===== src/rtl/uart_cfg_core.sv =====
// uart_cfg_core: full-duplex UART with configurable data width, parity mode,
// stop-bit count and baud divisor. TX serialises a latched payload behind a
// start/done handshake; RX synchronises the pin, rejects false starts, and
// reports parity and framing errors alongside each received payload.
module uart_cfg_core #(
  parameter int DATA_BITS    = 8,   // 5..9, sent LSB first
  parameter int PARITY       = 0,   // 0 none, 1 even, 2 odd
  parameter int STOP_BITS    = 1,   // 1 or 2
  parameter int CLKS_PER_BIT = 16   // >= 4, even
) (
  input  logic                 clk,
  input  logic                 rst_n,
  input  logic                 tx_start,
  input  logic [DATA_BITS-1:0] tx_in,
  output logic                 tx,
  output logic                 tx_busy,
  output logic                 tx_done,
  input  logic                 rx,
  output logic [DATA_BITS-1:0] rx_out,
  output logic                 rx_done,
  output logic                 rx_parity_err,
  output logic                 rx_frame_err
);

  localparam int CNT_W = $clog2(CLKS_PER_BIT);
  localparam int IDX_W = $clog2(DATA_BITS + 1);
  localparam logic [CNT_W-1:0] CNT_LAST = CNT_W'(CLKS_PER_BIT - 1);
  localparam logic [CNT_W-1:0] CNT_HALF = CNT_W'(CLKS_PER_BIT / 2 - 1);
  localparam logic [IDX_W-1:0] IDX_LAST = IDX_W'(DATA_BITS - 1);
  localparam bit               HAS_PAR  = (PARITY != 0);
  localparam bit               ODD_PAR  = (PARITY == 2);
  localparam logic             STOP_LAST = (STOP_BITS == 2);  // index of final stop bit

  typedef enum logic [2:0] {TX_IDLE, TX_START, TX_DATA, TX_PAR, TX_STOP} tx_state_e;
  typedef enum logic [2:0] {RX_IDLE, RX_START, RX_DATA, RX_PAR, RX_STOP, RX_WAIT_HIGH} rx_state_e;

  // ---------------- transmitter ----------------
  tx_state_e              r_tx_state;
  logic [CNT_W-1:0]       r_tx_cnt;
  logic [IDX_W-1:0]       r_tx_idx;
  logic                   r_tx_stop;
  logic [DATA_BITS-1:0]   r_tx_shift;
  logic                   r_tx_par;
  logic                   r_tx;
  logic                   r_tx_busy;
  logic                   r_tx_done;
  logic                   w_tx_bit_end;

  assign w_tx_bit_end = (r_tx_cnt == CNT_LAST);

  // TX frame sequencer: every output is registered so the pin never glitches.
  // NOTE: sequential state uses non-blocking assignments so every flop samples
  // the pre-edge values, independent of statement order.
  always_ff @(posedge clk or negedge rst_n) begin
    if (!rst_n) begin
      r_tx_state <= TX_IDLE;
      r_tx_cnt   <= '0;
      r_tx_idx   <= '0;
      r_tx_stop  <= 1'b0;
      r_tx_shift <= '0;
      r_tx_par   <= 1'b0;
      r_tx       <= 1'b1;
      r_tx_busy  <= 1'b0;
      r_tx_done  <= 1'b0;
    end else begin
      r_tx_done <= 1'b0;
      if (r_tx_state != TX_IDLE) r_tx_cnt <= w_tx_bit_end ? '0 : r_tx_cnt + CNT_W'(1);
      case (r_tx_state)
        TX_IDLE: begin
          if (tx_start) begin
            r_tx_shift <= tx_in;
            r_tx_par   <= (^tx_in) ^ ODD_PAR;
            r_tx_cnt   <= '0;
            r_tx       <= 1'b0;
            r_tx_busy  <= 1'b1;
            r_tx_state <= TX_START;
          end
        end
        TX_START: begin
          if (w_tx_bit_end) begin
            r_tx       <= r_tx_shift[0];
            r_tx_idx   <= '0;
            r_tx_state <= TX_DATA;
          end
        end
        TX_DATA: begin
          if (w_tx_bit_end) begin
            if (r_tx_idx == IDX_LAST) begin
              r_tx_stop <= 1'b0;
              if (HAS_PAR) begin
                r_tx       <= r_tx_par;
                r_tx_state <= TX_PAR;
              end else begin
                r_tx       <= 1'b1;
                r_tx_state <= TX_STOP;
              end
            end else begin
              r_tx_idx   <= r_tx_idx + IDX_W'(1);
              r_tx_shift <= r_tx_shift >> 1;
              r_tx       <= r_tx_shift[1];
            end
          end
        end
        TX_PAR: begin
          if (w_tx_bit_end) begin
            r_tx       <= 1'b1;
            r_tx_state <= TX_STOP;
          end
        end
        TX_STOP: begin
          if (w_tx_bit_end) begin
            if (r_tx_stop == STOP_LAST) begin
              r_tx_busy  <= 1'b0;
              r_tx_done  <= 1'b1;
              r_tx_state <= TX_IDLE;
            end else begin
              r_tx_stop <= 1'b1;
            end
          end
        end
        default: begin
          r_tx       <= 1'b1;
          r_tx_busy  <= 1'b0;
          r_tx_state <= TX_IDLE;
        end
      endcase
    end
  end

  assign tx      = r_tx;
  assign tx_busy = r_tx_busy;
  assign tx_done = r_tx_done;

  // ---------------- receiver ----------------
  logic [1:0]             r_rx_sync;
  logic                   w_rx_s;
  rx_state_e              r_rx_state;
  logic [CNT_W-1:0]       r_rx_cnt;
  logic [IDX_W-1:0]       r_rx_idx;
  logic                   r_rx_stop;
  logic [DATA_BITS-1:0]   r_rx_shift;
  logic                   r_rx_par_bad;
  logic                   r_rx_ferr_acc;
  logic [DATA_BITS-1:0]   r_rx_out;
  logic                   r_rx_done;
  logic                   r_rx_perr;
  logic                   r_rx_ferr;
  logic                   w_rx_mid;

  // Two-flop synchroniser for the asynchronous rx pin.
  // NOTE: preset to 1 (line idle) so leaving reset never looks like a start bit.
  always_ff @(posedge clk or negedge rst_n) begin
    if (!rst_n) r_rx_sync <= 2'b11;
    else        r_rx_sync <= {r_rx_sync[0], rx};
  end

  assign w_rx_s   = r_rx_sync[1];
  assign w_rx_mid = (r_rx_cnt == CNT_LAST);

  // RX frame sequencer: samples bit centres and publishes payload plus flags together.
  always_ff @(posedge clk or negedge rst_n) begin
    if (!rst_n) begin
      r_rx_state    <= RX_IDLE;
      r_rx_cnt      <= '0;
      r_rx_idx      <= '0;
      r_rx_stop     <= 1'b0;
      r_rx_shift    <= '0;
      r_rx_par_bad  <= 1'b0;
      r_rx_ferr_acc <= 1'b0;
      r_rx_out      <= '0;
      r_rx_done     <= 1'b0;
      r_rx_perr     <= 1'b0;
      r_rx_ferr     <= 1'b0;
    end else begin
      r_rx_done <= 1'b0;
      case (r_rx_state)
        RX_IDLE: begin
          if (!w_rx_s) begin
            r_rx_cnt   <= '0;
            r_rx_state <= RX_START;
          end
        end
        RX_START: begin
          if (r_rx_cnt == CNT_HALF) begin
            r_rx_cnt <= '0;
            if (w_rx_s) begin
              r_rx_state <= RX_IDLE;           // too short: line glitch
            end else begin
              r_rx_idx     <= '0;
              r_rx_par_bad <= 1'b0;
              r_rx_state   <= RX_DATA;
            end
          end else begin
            r_rx_cnt <= r_rx_cnt + CNT_W'(1);
          end
        end
        RX_DATA: begin
          if (w_rx_mid) begin
            r_rx_cnt   <= '0;
            r_rx_shift <= {w_rx_s, r_rx_shift[DATA_BITS-1:1]};
            if (r_rx_idx == IDX_LAST) begin
              r_rx_stop     <= 1'b0;
              r_rx_ferr_acc <= 1'b0;
              r_rx_state    <= HAS_PAR ? RX_PAR : RX_STOP;
            end else begin
              r_rx_idx <= r_rx_idx + IDX_W'(1);
            end
          end else begin
            r_rx_cnt <= r_rx_cnt + CNT_W'(1);
          end
        end
        RX_PAR: begin
          if (w_rx_mid) begin
            r_rx_cnt     <= '0;
            r_rx_par_bad <= w_rx_s ^ (^r_rx_shift) ^ ODD_PAR;
            r_rx_state   <= RX_STOP;
          end else begin
            r_rx_cnt <= r_rx_cnt + CNT_W'(1);
          end
        end
        RX_STOP: begin
          if (w_rx_mid) begin
            r_rx_cnt <= '0;
            if (r_rx_stop == STOP_LAST) begin
              r_rx_done  <= 1'b1;
              r_rx_out   <= r_rx_shift;
              r_rx_perr  <= r_rx_par_bad;
              r_rx_ferr  <= r_rx_ferr_acc | ~w_rx_s;
              // A low final stop bit means break or stuck line: wait for idle.
              r_rx_state <= w_rx_s ? RX_IDLE : RX_WAIT_HIGH;
            end else begin
              r_rx_stop     <= 1'b1;
              r_rx_ferr_acc <= ~w_rx_s;
            end
          end else begin
            r_rx_cnt <= r_rx_cnt + CNT_W'(1);
          end
        end
        RX_WAIT_HIGH: begin
          if (w_rx_s) r_rx_state <= RX_IDLE;
        end
        default: r_rx_state <= RX_IDLE;
      endcase
    end
  end

  assign rx_out        = r_rx_out;
  assign rx_done       = r_rx_done;
  assign rx_parity_err = r_rx_perr;
  assign rx_frame_err  = r_rx_ferr;

endmodule


===== config.mk =====
export PLATFORM = sky130hd
export DESIGN_NAME = uart_cfg_core
export DESIGN_NICKNAME = d
export VERILOG_FILES = /design/src/rtl/uart_cfg_core.sv
export SDC_FILE = /design/constraint.sdc
export NUM_CORES = 1
export LEC_CHECK = 0
export CAP_MARGIN = 40
export CELL_PAD_IN_SITES_DETAIL_PLACEMENT = 0
export CELL_PAD_IN_SITES_GLOBAL_PLACEMENT = 2
export CORE_ASPECT_RATIO = 1.2
export CORE_MARGIN = 2
export CORE_UTILIZATION = 37
export DETAILED_ROUTE_END_ITERATION = 10
export PLACE_DENSITY = 0.84
export SLEW_MARGIN = 20
export SYNTH_ARGS = -nofsm -noshare
export SYNTH_HDL_FRONTEND = slang
export SYNTH_SLANG_ARGS = --single-unit

===== constraint.sdc =====
create_clock -name clk -period 2.2 [get_ports clk]
set_clock_uncertainty 0.05 [all_clocks]
set_input_delay 0.44 -clock clk [delete_from_list [all_inputs] [get_ports clk]]
set_output_delay 0.44 -clock clk [all_outputs]
set_load 0.03 [all_outputs]

==> Yosys cells after proc, flatten, opt, wreduce, memory -nomap -nowiden <==
Cells that the tools add are included.
{ "word_totals": {"register_bits": 58, "in_bits": 12, "wordCells": 162} }
{ "classes": {"n_addsub": 4, "n_eq_ne": 33, "mux": 72, "n_bitwise": 6, "n_reduce_logical": 27} }
{ "op_table": {"columns": ["op", "count"], "rows": [
  ["2-to-1 mux 4 bit", 13],
  ["2-to-1 mux 3 bit", 16],
  ["!= test 2 bit, second input constant", 19],
  ["2-to-1 mux 1 bit", 27],
  ["2-to-1 mux 8 bit", 3],
  ["AND reduction 4 bit", 6],
  ["one-hot mux 3 bit (6 select lines)", 1],
  ["adder 4 x 1 -> 4 bit, second input constant", 4],
  ["one-hot mux 4 bit (2 select lines)", 2],
  ["one-hot mux 8 bit (2 select lines)", 1],
  ["one-hot mux 3 bit (5 select lines)", 1],
  ["AND reduction 5 bit", 3],
  ["== test 3 x 2 -> 1 bit, second input constant", 4],
  ["== test 4 x 3 -> 1 bit, second input constant", 3],
  ["one-hot mux 4 bit (3 select lines)", 1],
  ["nonzero test 2 bit", 6],
  ["== test 3 bit, second input constant", 3],
  ["== test 4 bit, second input constant", 2],
  ["one-hot mux 1 bit (2 select lines)", 4],
  ["AND reduction 8 bit", 1],
  ["XOR reduction 8 bit", 1],
  ["AND reduction 7 bit", 1],
  ["== test 3 x 1 -> 1 bit, second input constant", 2],
  ["logical NOT 3 bit", 2],
  ["10 further kinds", 16]
]} }

==> Logic depth before layout (Yosys ltp) <==
Gate-level depths: netlist of run 1.
{ "depth": {"depth_word": 5, "depth_mapped": 8, "mapped_depth_nobuf": 6} }

==> Least setup slack after synthesis of run 1 <==
Ideal clock, no wire load.
{ "synth_path": {"path_kind": "flip-flop to flip-flop", "from": "register r_tx_cnt[0]", "to": "register r_tx_shift[5]", "setup_time_ps": 123, "arrival_ps": 1521, "required_time_ps": 2027, "setup_slack_ps": 507, "stages_incl_launch_ff": 9, "n_path_buf": 2, "synth_period_minus_slack_ps": 1693, "path_cell_list": "dfrtp_1 > ha_1 > and3_1 > buf_2 > a31oi_1 > nor3_4 > buf_4 > nor2_1 > a21oi_1"} }
{ "synth_via": {"elab_chain_cells": 3} }
{ "synth_rtl": {"columns": ["element", "line_no", "rtl"], "rows": [
  ["start, declared", "39", "logic [CNT_W-1:0] r_tx_cnt;"],
  ["start signal, assigned", "67", "if (r_tx_state != TX_IDLE) r_tx_cnt <= w_tx_bit_end ? '0 : r_tx_cnt + CNT_W'(1);"],
  ["== test 4 bit", "49", "assign w_tx_bit_end = (r_tx_cnt == CNT_LAST);"],
  ["!= test 2 bit (no line)", null, null],
  ["AND reduction 4 bit (no line)", null, null],
  ["end signal, assigned", "71", "r_tx_shift <= tx_in;"],
  ["end signal, assigned", "99", "r_tx_shift <= r_tx_shift >> 1;"],
  ["end, declared", "42", "logic [DATA_BITS-1:0] r_tx_shift;"]
]} }
No other way between the ends.
A chain may end at the register's enable or synchronous reset.

==> Final worst setup path of run 1 <==
{ "layout_path": {"from": "register r_tx (netlist: tx)", "to": "output port tx"} }
{ "layout_rtl": {"columns": ["element", "line_no", "rtl"], "rows": [
  ["start, declared", "44", "logic r_tx;"],
  ["start signal, assigned", "81", "r_tx <= r_tx_shift[0];"],
  ["start signal, assigned", "91", "r_tx <= r_tx_par;"],
  ["start signal, assigned", "100", "r_tx <= r_tx_shift[1];"],
  ["end, declared", "15", "output logic tx,"]
]} }
No word-level cell between the ends.

==> impl_metrics.yaml, run 1 <==
synth:
  synth-edff-count: 0
  synth_nets: 277
  synth-seq-area-share_pct: 50.3
  synthCells: 261
  yosysTopAreaCell: "dfrtp_1"
  yosysUniqueCellTypes: 50
  yosysWarnings: 0
  syn_area_per_cell_um2: 10.7
  synthTopCellsByArea: "dfrtp_1, mux2_4, a21oi_1"
  synth-main-ff-cell: "dfrtp_1"
  synth_area_um2: 2800
  async_reset_ff_share_pct: 100
  ys_ff_latch: 56
  synth_top_area_share_pct: 47.4
global_routing:
  grt_pass1_vias: 2035
  gr-usage-all-layers_pct: 13.9
  grt_max_degree: 35
  grt-ovfl-total: 0
  grt_pass1_wl_mm: 9.45
  antenna_found_initial: 0
place:
  portBuffers: 25
  dp_cells: 369
  dpl-instance-area_um2: 3140
  dp_hpwl_mm: 3.76
  globalplace.congestion: 0.771
setup_path:
  timing.rr.start: "r_rx_state[1]$_DFFE_PN0P_"
  max_stage_delay_ns: 0.67
  rr_endpoint: "r_rx_shift[0]$_DFFE_PN0P_"
  worstPathCellList: "clkdlybuf4s50_1"
  endpoint_kind: "output pin"
  rr_worst_depth: 3
  crit_fanout: 3
  crit_buf_inv: 1
  arrival_ns: 1.55
  crit_required_ns: 1.71
  critPathLaunchType: "register"
  crit_family: "buffers and inverters"
  slowest_stage: "clkdlybuf4s50_1"
  criticalPathCategory: "register to output pin"
  regToRegSetupSlack_ns: 0.28
drt:
  wl_mm: 5.24
  dr.first_iter.drc_count: 76
  firstDrtPassIters: 4
  wl_per_cell_um: 13.9
  ant_nets: 0
  via_per_inst: 5.32
  vias: 2004
  drc: 0
worst_hold_path:
  worstHoldPathType: "input pin to asynchronous set/reset pin"
timing:
  maxSlewHeadroom_pct: 63.6
  timing.setup.tns_ns: 0
  period_needed_ns: 2.04
  finalMaxSlewViolations: 0
  post-route-period-util_pct: 92.6
  fmax_mhz: 491
  worst_pin_slew_ns: 0.546
  setup_viol: 0
  hold_viol: 0
  rsz0062_at_grt: "false"
finish:
  antennaDiodeCount: 0
  final-seq-area_um2: 1410
  drive_above_1_share_pct: 13.2
  fillCellCount: 683
  stdcell_area_um2: 3230
  nNetsFinal: 302
  multiInputGateArea_um2: 1290
  area_delta_synth_final_pct: 15.7
  final_cells: 377
cts:
  cts_tree: "done"
  ctsHoldBuffers: 0
  ctsHtreeMaxLevel: 2
  worstSkewPairLatency_ns: 0.31
  cts-root-buf: "clkbuf_8"
  cts_buffer_depth: 2
  numCtsBuffers: 5
  cts_setup_buffers: 0
  path_clk_slew_ns: 0.11
  clock_sinks: 56
  postCtsResizedCells: 0
die:
  dieWidth_um: 83.3
  io_pins: 26
  core_region_area_um2: 7270
  die-area_um2: 8270
  initial_core_util_pct: 38.4
  rows: 34
  die_h_um: 99.2
pwr:
  power-per-cell-area_nw_per_um2: 610
  p_total_mw: 1.97
  vdd_drop_max_mv: 0.300
  p_leak_nw: 1.50
run_status:
  outcome: "completed"
job:
  cap_violations: 0
-- layout make-up --
class / instances / share of cell area [%]
clock buffers: 5 / 2.13
clock inverters: 3 / 0.851
inverters: 6 / 0.696
multi-input cells: 186 / 40.0
flip-flops and latches: 56 / 43.4
well taps: 90 / 3.48
repair buffers: 31 / 9.36
-- power breakdown --
part / internal (mW) / switching, mW
logic: 0.109 / 0.139
clock network: 0.235 / 0.378
registers: 1.07 / 0.0435
total: 1.41 / 0.560
-- state kept, by name, summed over array words and instances (netlist names), 2 cells and up --
name	flops
rx_out	8
r_rx_idx	4
r_tx_state	3
r_rx_cnt	4
r_tx_idx	4
r_rx_state	3
r_tx_shift	8
r_rx_shift	8
r_tx_cnt	4
r_rx_sync	2
-- cells in the mapped netlist (3+ instances only) --
library cell,number
a31oi_1,3
or2_1,3
nand4_1,4
a21o_1,3
mux2_2,7
inv_1,6
dfstp_2,3
buf_2,7
xnor2_1,8
nor2_1,22
o32ai_1,3
nand3b_1,3
mux2_4,6
nand3_1,11
dfrtp_1,53
xor2_1,3
nand2_1,21
a21oi_1,17
nor4_1,3
nor3_1,3
clkbuf_1,3
mux2_1,7
and3_1,4
ha_1,4
mux2i_1,8
o21ai_0,13
-- routing by layer --
layer / global-route usage [%] / up-vias / share of wire (%)
met5: 0 / - / 0
met4: 4.79 / 0 / 1.3
met3: 3.15 / 5 / 2.7
met2: 23.9 / 21 / 51
met1: 17.4 / 989 / 45
li1: - / 989 / -
-- placed cells by master, fill, tap and decap left out, drive strengths merged, types with 8 or more instances in the layout --
master         count
clkdlybuf4s50     24
mux2i              8
dfrtp             53
nand2             21
nor2              23
o21ai             15
nand3             11
xnor2              8
a21oi             17
mux2              20
-- logic make-up after synthesis --
family | count (synthesis) | share of synthesized area, %
AND/OR/NAND/NOR | 87 | 16.8
AO/OA/AOI/OAI | 56 | 12.5
flip-flops | 56 | 50.3
multiplexers | 28 | 11.7
buffers and inverters | 19 | 3.40
XOR/XNOR | 11 | 3.45
adder cells (fa/ha/maj) | 4 | 1.79
-- through the flow --
step | hold WS (ns) | utilization (%) | worst slack, ns
final | 0.0402 | 44.5 | 0.164
after global routing | 0.0572 | 44.5 | 0.111
after CTS | 0.0516 | 44.5 | 0.143
after detailed placement | 0.304 | 43.1 | 0.296
after global placement | 0.307 | 43.1 | 0.309
after floorplan | 0.0944 | - | 0.507
-- worst max-delay path by stage --
stage	cells past startpoint	start	endpoint	slack, ns
after detailed placement	3	r_rx_state[1]$_DFFE_PN0P_	r_rx_shift[0]$_DFFE_PN0P_	0.30
after global routing	6	r_tx_cnt[0]$_DFF_PN0_	r_tx_shift[1]$_DFFE_PN0P_	0.11
after CTS	1	tx$_DFFE_PN1P_	tx	0.14
final	1	tx$_DFFE_PN1P_	tx	0.16
after floorplan	8	r_tx_cnt[0]$_DFF_PN0_	r_tx_shift[5]$_DFFE_PN0P_	0.51
after global placement	3	r_rx_state[1]$_DFFE_PN0P_	r_rx_shift[2]$_DFFE_PN0P_	0.31
Note: power is estimated with default switching activity, not from simulation.
==> inputs of run 2 (changes only) <==
--- a/config.mk
+++ b/config.mk
@@ -8,7 +8,7 @@
 export CAP_MARGIN = 40
 export CELL_PAD_IN_SITES_DETAIL_PLACEMENT = 0
 export CELL_PAD_IN_SITES_GLOBAL_PLACEMENT = 2
-export CORE_ASPECT_RATIO = 1.2
+export CORE_ASPECT_RATIO = 1.25
 export CORE_MARGIN = 2
 export CORE_UTILIZATION = 37
 export DETAILED_ROUTE_END_ITERATION = 10
==> constraint.sdc (replaced) <==
create_clock -name clk -period 2.22 [get_ports clk]
set_clock_uncertainty 0.05 [all_clocks]
set_input_delay 0.444 -clock clk [delete_from_list [all_inputs] [get_ports clk]]
set_output_delay 0.444 -clock clk [all_outputs]
set_load 0.03 [all_outputs]
==> run 2 against run 1 <==
Non-clock buffer count rose by 2; die area barely moved; worst setup slack improved by 0.019 ns; critical endpoint unchanged.
==> impl_metrics.yaml, run 2 (synthesis gave the netlist of run 1 again) <==
pwr:
  power-per-cell-area_nw_per_um2: 596
  p_leak_nw: 1.51
  vdd_drop_max_mv: 0.233
global_routing:
  gr-usage-all-layers_pct: 14.7
  grt_util_met2_pct: 24.8
  antenna_found_initial: 0
  grt_pass1_wl_mm: 9.45
  met3_usage_pct: 2.76
  grt_max_degree: 26
  grt_use_met1_pct: 18.9
  grt_pass1_vias: 2014
  grt-busiest-layer: "met2"
  grt-ovfl-total: 0
place:
  globalplace.congestion: 0.739
  dp_hpwl_mm: 3.90
  portBuffers: 25
  dpl-instance-area_um2: 3160
timing:
  post-route-period-util_pct: 91.8
  maxSlewHeadroom_pct: 64.6
  rsz0062_at_grt: "false"
  hold_viol: 0
  period_needed_ns: 2.04
  finalMaxSlewViolations: 0
  holdWs_ns: 0.00486
  fmax_mhz: 491
  worst_pin_slew_ns: 0.531
  setup_viol: 0
  timing.setup.tns_ns: 0
cts:
  clock_sinks: 56
  ctsHtreeMaxLevel: 2
  numCtsBuffers: 5
  ctsHoldBuffers: 0
  cts-root-buf: "clkbuf_8"
  cts_tree: "done"
  cts_setup_buffers: 0
  postCtsResizedCells: 0
  worstSkewPairLatency_ns: 0.31
  cts_buffer_depth: 2
  path_clk_slew_ns: 0.11
die:
  die_h_um: 101
  rows: 35
  core_region_area_um2: 7360
  io_pins: 26
  dieWidth_um: 81.7
  die-area_um2: 8270
  initial_core_util_pct: 38.0
finish:
  stdcell_area_um2: 3250
  fillCellCount: 729
  final-seq-area_um2: 1410
  nNetsFinal: 304
  multiInputGateArea_um2: 1290
  utilization_pct: 44.1
  final_common_cell: "dfrtp_1"
  area_delta_synth_final_pct: 16.2
  drive_above_1_share_pct: 13.8
  most-common-layout-cells: "dfrtp_1, clkdlybuf4s50_1, nor2_1"
  antennaDiodeCount: 0
setup_path:
  startpoint: "tx$_DFFE_PN1P_"
  worstSetupEndpoint: "tx"
  regToRegSetupSlack_ns: 0.34
  max_stage_delay_ns: 0.67
  crit_family: "buffers and inverters"
  slowest_stage: "clkdlybuf4s50_1"
  crit_fanout: 3
  rr_worst_depth: 6
  critPathLaunchType: "register"
  timing.rr.start: "r_tx_cnt[0]$_DFF_PN0_"
  crit_required_ns: 1.73
  criticalPathCategory: "register to output pin"
  crit_buf_inv: 1
  worstPathCellList: "clkdlybuf4s50_1"
  rr_endpoint: "r_tx_shift[4]$_DFFE_PN0P_"
  arrival_ns: 1.54
  path_depth: 1
  endpoint_kind: "output pin"
drt:
  wl_per_cell_um: 14.3
  via_per_inst: 5.32
  dr.first_iter.drc_count: 31
  vias: 2028
  ant_nets: 0
  drc: 0
  wl_mm: 5.47
  firstDrtPassIters: 4
job:
  cap_violations: 0
worst_hold_path:
  worstHoldPathType: "input pin to asynchronous set/reset pin"
run_status:
  outcome: "completed"
run 2: changes by cell type in the layout (fill, tap and decap cells not counted), sizes merged:
cell      before  now
clkinvlp       1    2
inv            7    6
buf            7    9
run 2: stage by stage:
stage,total power [mW],instances,setup slack (ns)
floorplan,1.28,261,0.527
global placement,1.37,373,0.336
detailed placement,1.37,373,0.312
CTS,1.96,381,0.164
global route,2.05,381,0.113
finish,1.94,381,0.183
run 2: worst min-delay path by stage:
stage | startpoint | to | slack [ns] | depth (start not counted)
finish | rst_n | rx_out[4]$_DFFE_PN0P_ | 0.005 | 1
global route | rst_n | rx_out[4]$_DFFE_PN0P_ | 0.02 | 1
CTS | rst_n | rx_out[4]$_DFFE_PN0P_ | 0.008 | 1
detailed placement | r_rx_sync[0]$_DFF_PN1_ | r_rx_sync[1]$_DFF_PN1_ | 0.30 | 0
global placement | r_rx_sync[0]$_DFF_PN1_ | r_rx_sync[1]$_DFF_PN1_ | 0.30 | 0
floorplan | rst_n | r_rx_cnt[0]$_DFFE_PN0P_ | 0.1 | 0
run 2: layout make-up:
class,instances,area share [%]
repair buffers,33,9.78
well taps,92,3.54
clock buffers,5,2.12
clock inverters,3,0.732
multi-input cells,186,39.9
flip-flops and latches,56,43.3
inverters,6,0.693
run 2: worst register-to-register path, delay by kind of cell (launching register included):
kind | cells | cell delay [ns]
compound gates | 2 | 0.29
fa+ha+maj | 1 | 0.24
flops | 1 | 0.41
simple gates | 3 | 0.81
run 2: report_power, final:
part           total (mW)  internal [mW]  switching, mW
clock               0.584          0.225          0.360
combinational       0.248          0.109          0.139
sequential           1.10           1.06         0.0456
run 2: per-layer routing:
layer | part of all wire (%) | vias to the layer above
met4 | 1.5 | 0
li1 | - | 984
met3 | 3.2 | 6
met1 | 45 | 994
met2 | 50 | 44
met5 | 0 | -
==> RTL edit (flow settings as in run 1) <==
`CLKS_PER_BIT`: 16 -> 32.
--- a/src/rtl/uart_cfg_core.sv
+++ b/src/rtl/uart_cfg_core.sv
@@ -6,7 +6,7 @@
   parameter int DATA_BITS    = 8,   // 5..9, sent LSB first
   parameter int PARITY       = 0,   // 0 none, 1 even, 2 odd
   parameter int STOP_BITS    = 1,   // 1 or 2
-  parameter int CLKS_PER_BIT = 16   // >= 4, even
+  parameter int CLKS_PER_BIT = 32   // >= 4, even
 ) (
   input  logic                 clk,
   input  logic                 rst_n,
Function: same outputs for any inputs over 10 cycles, from zero or initial values and one cycle with rst_n low; that may be too few to reach the edited logic, so the function may still have changed.
==> RTL edit against run 1 <==
- sequential cell count grew 2
- setup slack gained 4.1 ps
- design area grew 11%
- core utilization grew 2.0 points
- area after synthesis grew 6.7%
- routed wire length grew 6.1%
- first-iteration DRC count shrank 7.9%
- critical path type unchanged
Power is not compared: it rests on default switching activity, and its combinational part moved more than twofold at a synthesized area within 25%.
==> RTL edit: results (changes against run 1) <==
.. list-table::
   :header-rows: 1

   * - Metric
     - Value
   * - Via count of the first global-routing pass
     - 1956 (-3.9%)
   * - Met3 track demand over resource in global routing
     - 4.12% (+0.97 points)
   * - Share of synthesized area spent on multiplexers
     - 10.7% (-1.0 points)
   * - Deepest level of the CTS H-tree
     - 3 (+1)
   * - Syn. warnings
     - 0 (unchanged)
   * - Area contributors post-synth
     - dfrtp_1 (46%), mux2_2 (6.8%), ha_1 (3.4%), mux2i_1 (3.0%), dfstp_2 (2.6%)
   * - Clk Latency, worst-skew pair
     - 340 ps (+30 ps)
   * - Total Routing Usage GR
     - 13.8% (-0.13 points)
   * - Met1 Track Usage GR
     - 17.8% (+0.33 points)
   * - M1 WL
     - 2650 um (+13%)
   * - Clock input transition at the sequential cells of the worst setup and hold paths
     - 70 ps (-40 ps)
   * - Fraction of the mapped netlist area in compound gates
     - 12.2% (-0.32 points)
   * - CTS buffer count
     - 9 (+4)
   * - Nets@finish
     - 312 (+3.3%)
   * - Count of buffers from port buffering
     - 25 (unchanged)
   * - Fraction of layout cells with a size suffix above 1
     - 21.9% (+8.6 points)
   * - Outcome
     - complete, no violations
   * - Number of optimization iterations in the first detailed-route pass
     - 4 (unchanged)
   * - Detail Route met3 WL
     - 155 um (+9.9%)
   * - Post-Place Cell Area
     - 0.00335 mm^2 (+6.7%)
   * - Distinct cell type count after synthesis
     - 57 (+14%)
   * - DP Cell Count
     - 373 (+1.1%)
   * - Filler Cell Count
     - 723 (+5.9%)
   * - Total routed wirelength
     - 5560 um (+6.1%)
   * - Placed wire-length estimate
     - 3810 um (+1.2%)
   * - Routability congestion estimate from global placement
     - 0.748 (-3.0%)
   * - First-pass GRT wire length
     - 9410 um (-0.44%)
   * - Fraction of the mapped netlist area in adder cells
     - 3.36% (+1.6 points)
   * - Sequential cell area fraction in the yosys report
     - 48.8% (-1.5 points)
   * - DP Worst Slack
     - 103 ps (-193 ps)
   * - Deepest clock path buffer count
     - 2 (unchanged)
   * - Reg2reg start
     - r_rx_cnt[1]$_DFFE_PN0P_
   * - Number of instances in the synthesized netlist
     - 258 (-1.1%)
   * - Headroom to the max-slew limit
     - 59.6% (-4.0 points)
   * - Top cell types by occurrence after synthesis
     - dfrtp_1 (55), mux2_2 (18), nand2_1 (14)
   * - Xor and xnor area share after synthesis
     - 3.69% (+0.25 points)
   * - Metal2 WL
     - 2700 um (+0.48%)
   * - First-iteration detailed-routing DRC count
     - 70 (-7.9%)
   * - Maximum number of pins on one net before global-route repair
     - 59 (+69%)
   * - Mean number of vias per cell
     - 5.26 (-1.1%)
## RTL edit: cell types whose count changed in the layout (fill, tap and decap cells not counted), moves of 6 or more
| cell | delta |
|---|---|
| mux2_2 | +11 |
| nor2_1 | -11 |
| nand2_1 | -7 |
| mux2_1 | -6 |
## RTL edit: cell type report
class                   instances  area (um^2)  area share, %
clock buffers                   9          124           3.44
repair buffers                 36          340           9.45
flip-flops and latches         58         1460           40.4
clock inverters                 7          125           3.47
inverters                       7         26.3          0.730
multi-input cells             180         1420           39.3
well taps                      92          115           3.20
## RTL edit: worst paths after layout
check | to | slack (ps) | cells after the start
setup / recovery | tx | 170 | 1
hold / removal | r_rx_cnt[1]$_DFFE_PN0P_ | 40 | 2
setup reg to reg | r_rx_state[0]$_DFFE_PN0P_ | 170 | 6
hold reg to reg | r_rx_sync[1]$_DFF_PN1_ | 310 | 0
max in group asynchronous | tx$_DFFE_PN1P_ | 1750 | 2
min in group clk | r_rx_sync[1]$_DFF_PN1_ | 310 | 0
